`config.mk`:
```
export PLATFORM = sky130hd
export DESIGN_NAME = osd_ram_write_arbiter
export DESIGN_NICKNAME = d
export VERILOG_FILES = /design/src/rtl/osd_ram_write_arbiter.sv
export SDC_FILE = /design/constraint.sdc
export NUM_CORES = 1
export LEC_CHECK = 0
export ABC_AREA = 1
export BUFFER_PORTS_ARGS = -buffer_cell sky130_fd_sc_hd__buf_2
export CAP_MARGIN = 20
export CORE_MARGIN = 2
export CORE_UTILIZATION = 55
export CTS_CLUSTER_SIZE = 20
export DETAILED_ROUTE_END_ITERATION = 8
export PLACE_DENSITY_LB_ADDON = 0.15
export SLEW_MARGIN = 20
export SYNTH_ARGS = -nofsm -noshare
export SYNTH_HDL_FRONTEND = slang
export SYNTH_SLANG_ARGS = --single-unit
```
`constraint.sdc`:
```
create_clock -name clk -period 3.19 [get_ports clk]
set_input_delay 0.4785 -clock clk [delete_from_list [all_inputs] [get_ports clk]]
set_output_delay 0.4785 -clock clk [all_outputs]
set_load 0.005 [all_outputs]
```
`src/rtl/osd_ram_write_arbiter.sv`:
```
// Single owner of the OSD character RAM write port: merges I2C writes with a
// region fill engine. I2C always wins; the fill engine stalls and counts lost cycles.
module osd_ram_write_arbiter #(
  parameter int ADDR_W = 10,
  parameter int DATA_W = 8,
  parameter int LEN_W  = 11
) (
  input  logic              clk,
  input  logic              reset,
  input  logic              i2c_wren,
  input  logic [ADDR_W-1:0] i2c_addr,
  input  logic [DATA_W-1:0] i2c_data,
  input  logic              fill_start,
  input  logic              fill_abort,
  input  logic [ADDR_W-1:0] fill_base,
  input  logic [LEN_W-1:0]  fill_len,
  input  logic [DATA_W-1:0] fill_char,
  output logic              ram_wren,
  output logic [ADDR_W-1:0] ram_wraddress,
  output logic [DATA_W-1:0] ram_dataIn,
  output logic              fill_busy,
  output logic              fill_done,
  output logic [15:0]       fill_stalls
);

  typedef enum logic [1:0] {
    IDLE = 2'd0,
    FILL = 2'd1,
    DONE = 2'd2
  } state_t;

  localparam logic [LEN_W-1:0] MAX_LEN = LEN_W'(1) << ADDR_W;

  state_t            state_q, state_d;
  logic [LEN_W-1:0]  cnt_q, cnt_d;
  logic [ADDR_W-1:0] ptr_q, ptr_d;
  logic [DATA_W-1:0] char_q, char_d;
  logic [15:0]       stalls_d;
  logic              wren_d;
  logic [ADDR_W-1:0] addr_d;
  logic [DATA_W-1:0] data_d;
  logic [LEN_W-1:0]  len_clamped;

  // Lengths beyond the RAM size would only rewrite the same words again.
  assign len_clamped = (fill_len > MAX_LEN) ? MAX_LEN : fill_len;

  always_comb begin
    // NOTE: every variable gets a default before any branch, so no path can leave
    // one unassigned and infer a latch.
    state_d  = state_q;
    cnt_d    = cnt_q;
    ptr_d    = ptr_q;
    char_d   = char_q;
    stalls_d = fill_stalls;
    wren_d   = 1'b0;
    addr_d   = ram_wraddress;
    data_d   = ram_dataIn;

    if (i2c_wren) begin
      wren_d = 1'b1;
      addr_d = i2c_addr;
      data_d = i2c_data;
    end

    unique case (state_q)
      IDLE: begin
        if (fill_start) begin
          cnt_d    = len_clamped;
          ptr_d    = fill_base;
          char_d   = fill_char;
          stalls_d = '0;
          state_d  = (len_clamped == '0) ? DONE : FILL;
        end
      end
      FILL: begin
        if (i2c_wren && fill_stalls != 16'hFFFF) stalls_d = fill_stalls + 16'd1;
        // Abort beats the fill write but never the I2C write above.
        if (fill_abort) begin
          state_d = DONE;
        end else if (!i2c_wren) begin
          wren_d = 1'b1;
          addr_d = ptr_q;
          data_d = char_q;
          ptr_d  = ptr_q + ADDR_W'(1);
          cnt_d  = cnt_q - LEN_W'(1);
          if (cnt_q == LEN_W'(1)) state_d = DONE;
        end
      end
      DONE:    state_d = IDLE;
      default: state_d = IDLE;
    endcase
  end

  // NOTE: sequential state uses non-blocking assignments so every register
  // samples the pre-edge values, independent of statement order.
  always_ff @(posedge clk) begin
    if (reset) begin
      state_q       <= IDLE;
      cnt_q         <= '0;
      ptr_q         <= '0;
      char_q        <= '0;
      ram_wren      <= 1'b0;
      ram_wraddress <= '0;
      ram_dataIn    <= '0;
      fill_busy     <= 1'b0;
      fill_done     <= 1'b0;
      fill_stalls   <= '0;
    end else begin
      state_q       <= state_d;
      cnt_q         <= cnt_d;
      ptr_q         <= ptr_d;
      char_q        <= char_d;
      ram_wren      <= wren_d;
      ram_wraddress <= addr_d;
      ram_dataIn    <= data_d;
      fill_busy     <= (state_q != IDLE);
      fill_done     <= (state_q == DONE);
      fill_stalls   <= stalls_d;
    end
  end

endmodule

```
## Word-level counts from Yosys, hierarchy flattened

Cells that the tools add are included.

| storage, ports and cells | value |
|---|---|
| register bits | 68 |
| bits in latches | 0 |
| memory bits (writable) | 0 |
| memory bits (read-only) | 0 |
| input port bits | 52 |
| output and inout bits | 37 |
| word-level logic and storage cells | 63 |
| memories | 0 |

| operators by class | value |
|---|---|
| add/sub/neg operators | 3 |
| $mul | 0 |
| divide/modulo/power cells | 0 |
| magnitude comparators | 1 |
| equal/unequal tests | 10 |
| shift-type cells | 0 |
| muxes and demuxes | 30 |
| bitwise operators | 0 |
| reductions and logical operators | 9 |

Operators with widths:

| operator | count |
|---|---|
| two-way mux 10 bit | 7 |
| two-way mux 11 bit | 4 |
| two-way mux 16 bit | 2 |
| two-way mux 8 bit | 4 |
| one-hot mux 16 bit (2 select lines) | 1 |
| one-hot mux 11 bit (2 select lines) | 1 |
| one-hot mux 10 bit (2 select lines) | 1 |
| adder 16 x 1 -> 16 bit, second input constant | 1 |
| != test 16 bit, second input constant | 1 |
| == test 11 x 1 -> 1 bit, second input constant | 1 |
| > comparator 11 bit, second input constant | 1 |
| logical NOT 11 bit | 1 |
| subtractor 11 x 1 -> 11 bit, second input constant | 1 |
| adder 10 x 1 -> 10 bit, second input constant | 1 |
| two-way mux 2 bit | 5 |
| != test 2 bit, second input constant | 4 |
| != test 3 bit, second input constant | 2 |
| AND reduction 3 bit | 2 |
| two-way mux 1 bit | 4 |
| one-hot mux 2 bit (2 select lines) | 1 |
| AND reduction 4 bit | 1 |
| nonzero test 2 bit | 2 |
| == test 2 x 1 -> 1 bit, second input constant | 1 |
| == test 2 bit, second input constant | 1 |
| other kinds (3) | 3 |

## Logic depth before layout (Yosys ltp)

| depth | value |
|---|---|
| depth after elaboration | 6 |
| mapped depth | 10 |
| depth with buffers taken out | 10 |

## Worst setup path before layout

No wires, ideal clock.

| path | value |
|---|---|
| path kind | flip-flop to flip-flop |
| from | register fill_stalls[0] |
| to | register fill_stalls[2] |
| library setup time | 0.115 ns |
| data arrival time | 1.549 ns |
| required time | 3.075 ns |
| slack | 1.526 ns |
| stages on the path, launching flop included | 10 |
| clock period less this slack | 1.664 ns |
| cells stage by stage | dfxtp_1 -> ha_1 -> nand3_1 -> nor2_4 -> nand4_4 -> nand2_1 -> nand2_2 -> buf_6 -> a21oi_1 -> nor2_1 |

| between the ends | value |
|---|---|
| cells in the longest elaborated chain, start to end | 4 |
| elaborated cells between the ends (all ways) | 7 |
| classes of those cells | add/sub (1); eq/ne (2); mux (2); reduce/logical (2) |

Ends and longest elaborated chain:

| element | RTL line | source |
|---|---|---|
| from (decl) | 23 | `output logic [15:0] fill_stalls` |
| from (signal assigned) | 118 | `fill_stalls <= stalls_d;` |
| branches (longest 4 deep; another with adder 16 x 1 -> 16 bit) | n/a |  |

Several ways; the timed one is not identified. The select of a mux whose other input is x is not followed.
A chain may end at the register's enable or synchronous reset.

## Final worst setup path

| path | value |
|---|---|
| from | register state_q[1] |
| to | register cnt_q[3] |

| between the ends | value |
|---|---|
| cells in the longest elaborated chain, start to end | 3 |
| elaborated cells between the ends (all ways) | 8 |
| classes of those cells | eq/ne (4); mux (1); reduce/logical (3) |

Ends and longest elaborated chain:

| element | RTL line | source |
|---|---|---|
| from (decl) | 34 | `state_t state_q, state_d;` |
| from (signal assigned) | 109 | `state_q <= state_d;` |
| == test 2 x 1 -> 1 bit / logical NOT 2 bit (equally long branches) | 65 | `unique case (state_q)` |
| != test 2 bit (no source line) / nonzero test 2 bit (equally long branches) | n/a |  |
| AND reduction 4 bit (no source line) | n/a |  |
| to (signal assigned) | 110 | `cnt_q <= cnt_d;` |
| to (decl) | 35 | `logic [LEN_W-1:0] cnt_q, cnt_d;` |

Parallel ways exist; a longest one is shown, timed or not.

==> flow_summary.ini <==
[pwr]
seq_power_share = 0.437
combPwrFrac = 0.227
power_density_nw_per_um2 = 510
leakage_nw = 2.02
p_int_mw = 1.47
clockPowerShare = 0.336
totalPowerFinal_mw = 2.24
p_sw_frac = 0.342
ir_worst_vdd_v = 0.000285
p_sw_mw = 0.765

[clock_tree]
cts_hold_buf = 0
worstSkewPairLatency_ns = 0.36
clock_sinks = 68
clock_path_buffers = 2
path_clk_slew_ns = 0.10
post_cts_buffers = 0
cts_tree = built
cts_root_buffer = clkbuf_8
cts_resized = 0
cts-htree-levels = 3
cts_buffers = 9

[grt]
grt_pass1_wl_um = 15200
grt_max_degree = 38
met1_usage = 0.317
grt_pass1_vias = 3469
grt.total_usage = 0.250
gr-total-overflow = 0
met3_usage = 0.0390
use_met2 = 0.430
antenna_found_initial = 0
grt.busiest_layer = met2

[sta]
finalCritPeriodShare = 0.749
min_period_ns = 2.39
setup_ws_ns = 0.800
fmax_mhz = 418
setup_viol = 0
rsz0062_at_grt = no
finClkSkew_ns = 0.0146
tightest_slew_ns = 1.01
hold_violations = 0
setup_tns_ns = 0
slew_violations = 0
slew_headroom = 0.328
worst_hold_slack_ns = 0.334

[floorplanning]
dieHeight_um = 86.5
start_util = 0.560
die_area_um2 = 7480
io_pins = 89
rows = 30
core_um2 = 6680
die_w_um = 86.5

[run]
maxCapViolations = 0

[route]
drt_first_pass_iters = 5
wl_per_cell_um = 12.9
ant_nets = 0
drc = 0
routed_wirelength_um = 9400
drtIter0Drc = 268
num_vias = 3943
vias_per_cell = 5.40

[synth]
synth_nets = 624
async_reset_ff_frac = 0
ys_types = 32
synth_area_per_cell_um2 = 6.59
yosys_warnings = 0
synth-seq-cells = 68
synth_edf_count = 0
synth_cells = 568
synth-seq-area-share = 0.364
dominantRegCellSynth = dfxtp_1
mappedNetlistArea_um2 = 3740

[critical_path]
crit_type = reg -> reg
worst_setup_path_start_kind = register
cp-end-kind = register
required_ns = 3.41
critPathMaxFanout = 36
arrival_ns = 2.61

[finish]
diodes = 0
syn2layout_area_growth_pct = 17.3
final_core_util = 0.657
layout_common_cells = nand2_1 (141), buf_2 (88), nor2_1 (73), dfxtp_1 (68), inv_1 (65)
layout_commonest_cell = nand2_1
drive_gt1_frac = 0.188
finalNonFillerCells = 730
fin_area_um2 = 4390
fin_nets = 701

[place]
dpl-instance-area_um2 = 4180
dp_slack_ns = 0.832
gp_congestion = 0.857
placedCellCount = 714
port_buffers = 88
place_hpwl_um = 6590

[status]
outcome = completed

[hold_path]
worstHoldPathType = in -> reg
==> synth_stat cells, types with 3 or more instances <==
library cell  number  area, um^2
inv_2              3        11.3
buf_1              3        11.3
o21ai_0           23         115
o21ai_1            7        35.0
inv_1             65         244
buf_2              8        40.0
nand2_2            4        25.0
nand2_1          141         529
a21oi_1           42         210
nor3_1             8        40.0
nor2_1            73         274
dfxtp_1           68        1360
nand4_1            7        43.8
ha_1               4        50.1
nand3_1           44         220
a31oi_1            3        18.8
clkbuf_1          11        41.3
o211ai_1          33         248
xor2_1             5        43.8
==> flip-flops by register name, indices dropped and copies added (netlist names) <==
register       flops
fill_done          1
fill_stalls       16
ram_dataIn         8
ram_wren           1
ram_wraddress     10
char_q             8
state_q            2
fill_busy          1
ptr_q             10
cnt_q             11
==> layout make-up <==
| class | count | area, um^2 |
|---|---|---|
| Tap cell | 80 | 100 |
| Timing Repair Buffer | 91 | 463 |
| Inverter | 68 | 255 |
| Sequential cell | 68 | 1360 |
| Multi-Input combinational cell | 407 | 2000 |
| Clock inverter | 7 | 81.3 |
| Fill cell | 642 | 2290 |
| Clock buffer | 9 | 124 |
==> routing by layer <==
layer,routed length (um),vias to the layer above,share of wire
li1,-,2016,-
met3,516,18,0.055
met2,4470,117,0.48
met5,0,-,0
met4,173,0,0.018
met1,4240,1792,0.45
==> power groups by stage <==
stage                     Clock [mW]  Sequential [mW]  Combinational, mW
after floorplan                    0            0.986              0.378
after global placement             0            0.992              0.491
after detailed placement           0            0.994              0.502
after CTS                      0.757            0.975              0.505
after global routing           0.798            0.987              0.575
final                          0.751            0.976              0.508
==> path summary, 6_finish.rpt <==
check	cells past startpoint	slack [ns]	to	from
worst max-delay path	6	0.80	cnt_q[3]$_SDFFE_PP0P_	state_q[1]$_SDFFE_PP0P_
worst min-delay path	3	0.33	ram_wraddress[9]$_SDFF_PP0_	i2c_addr[9]
worst max register to register	6	0.80	cnt_q[3]$_SDFFE_PP0P_	state_q[1]$_SDFFE_PP0P_
worst min register to register	2	0.47	char_q[2]$_SDFFE_PP0P_	char_q[2]$_SDFFE_PP0P_
==> critical path: stages, from the launching register on <==
cell	delay (ns)
dfxtp_1	0.34
inv_1	0.11
nand2_4	0.25
o31ai_4	0.88
inv_2	0.34
o21ai_0	0.25
a21oi_1	0.08
==> logic make-up (layout without fill, tap and decap cells) <==
| group | count (synthesis) | count (layout) | synth area share |
|---|---|---|---|
| flops | 68 | 68 | 0.364 |
| simple gates | 284 | 284 | 0.323 |
| buf+inv | 93 | 175 | 0.101 |
| mux | 1 | 1 | 0.00268 |
| xor+xnor | 6 | 6 | 0.0140 |
| fa+ha+maj | 4 | 4 | 0.0134 |
| compound gates | 112 | 112 | 0.182 |
Power figures use the tool's default switching activity.
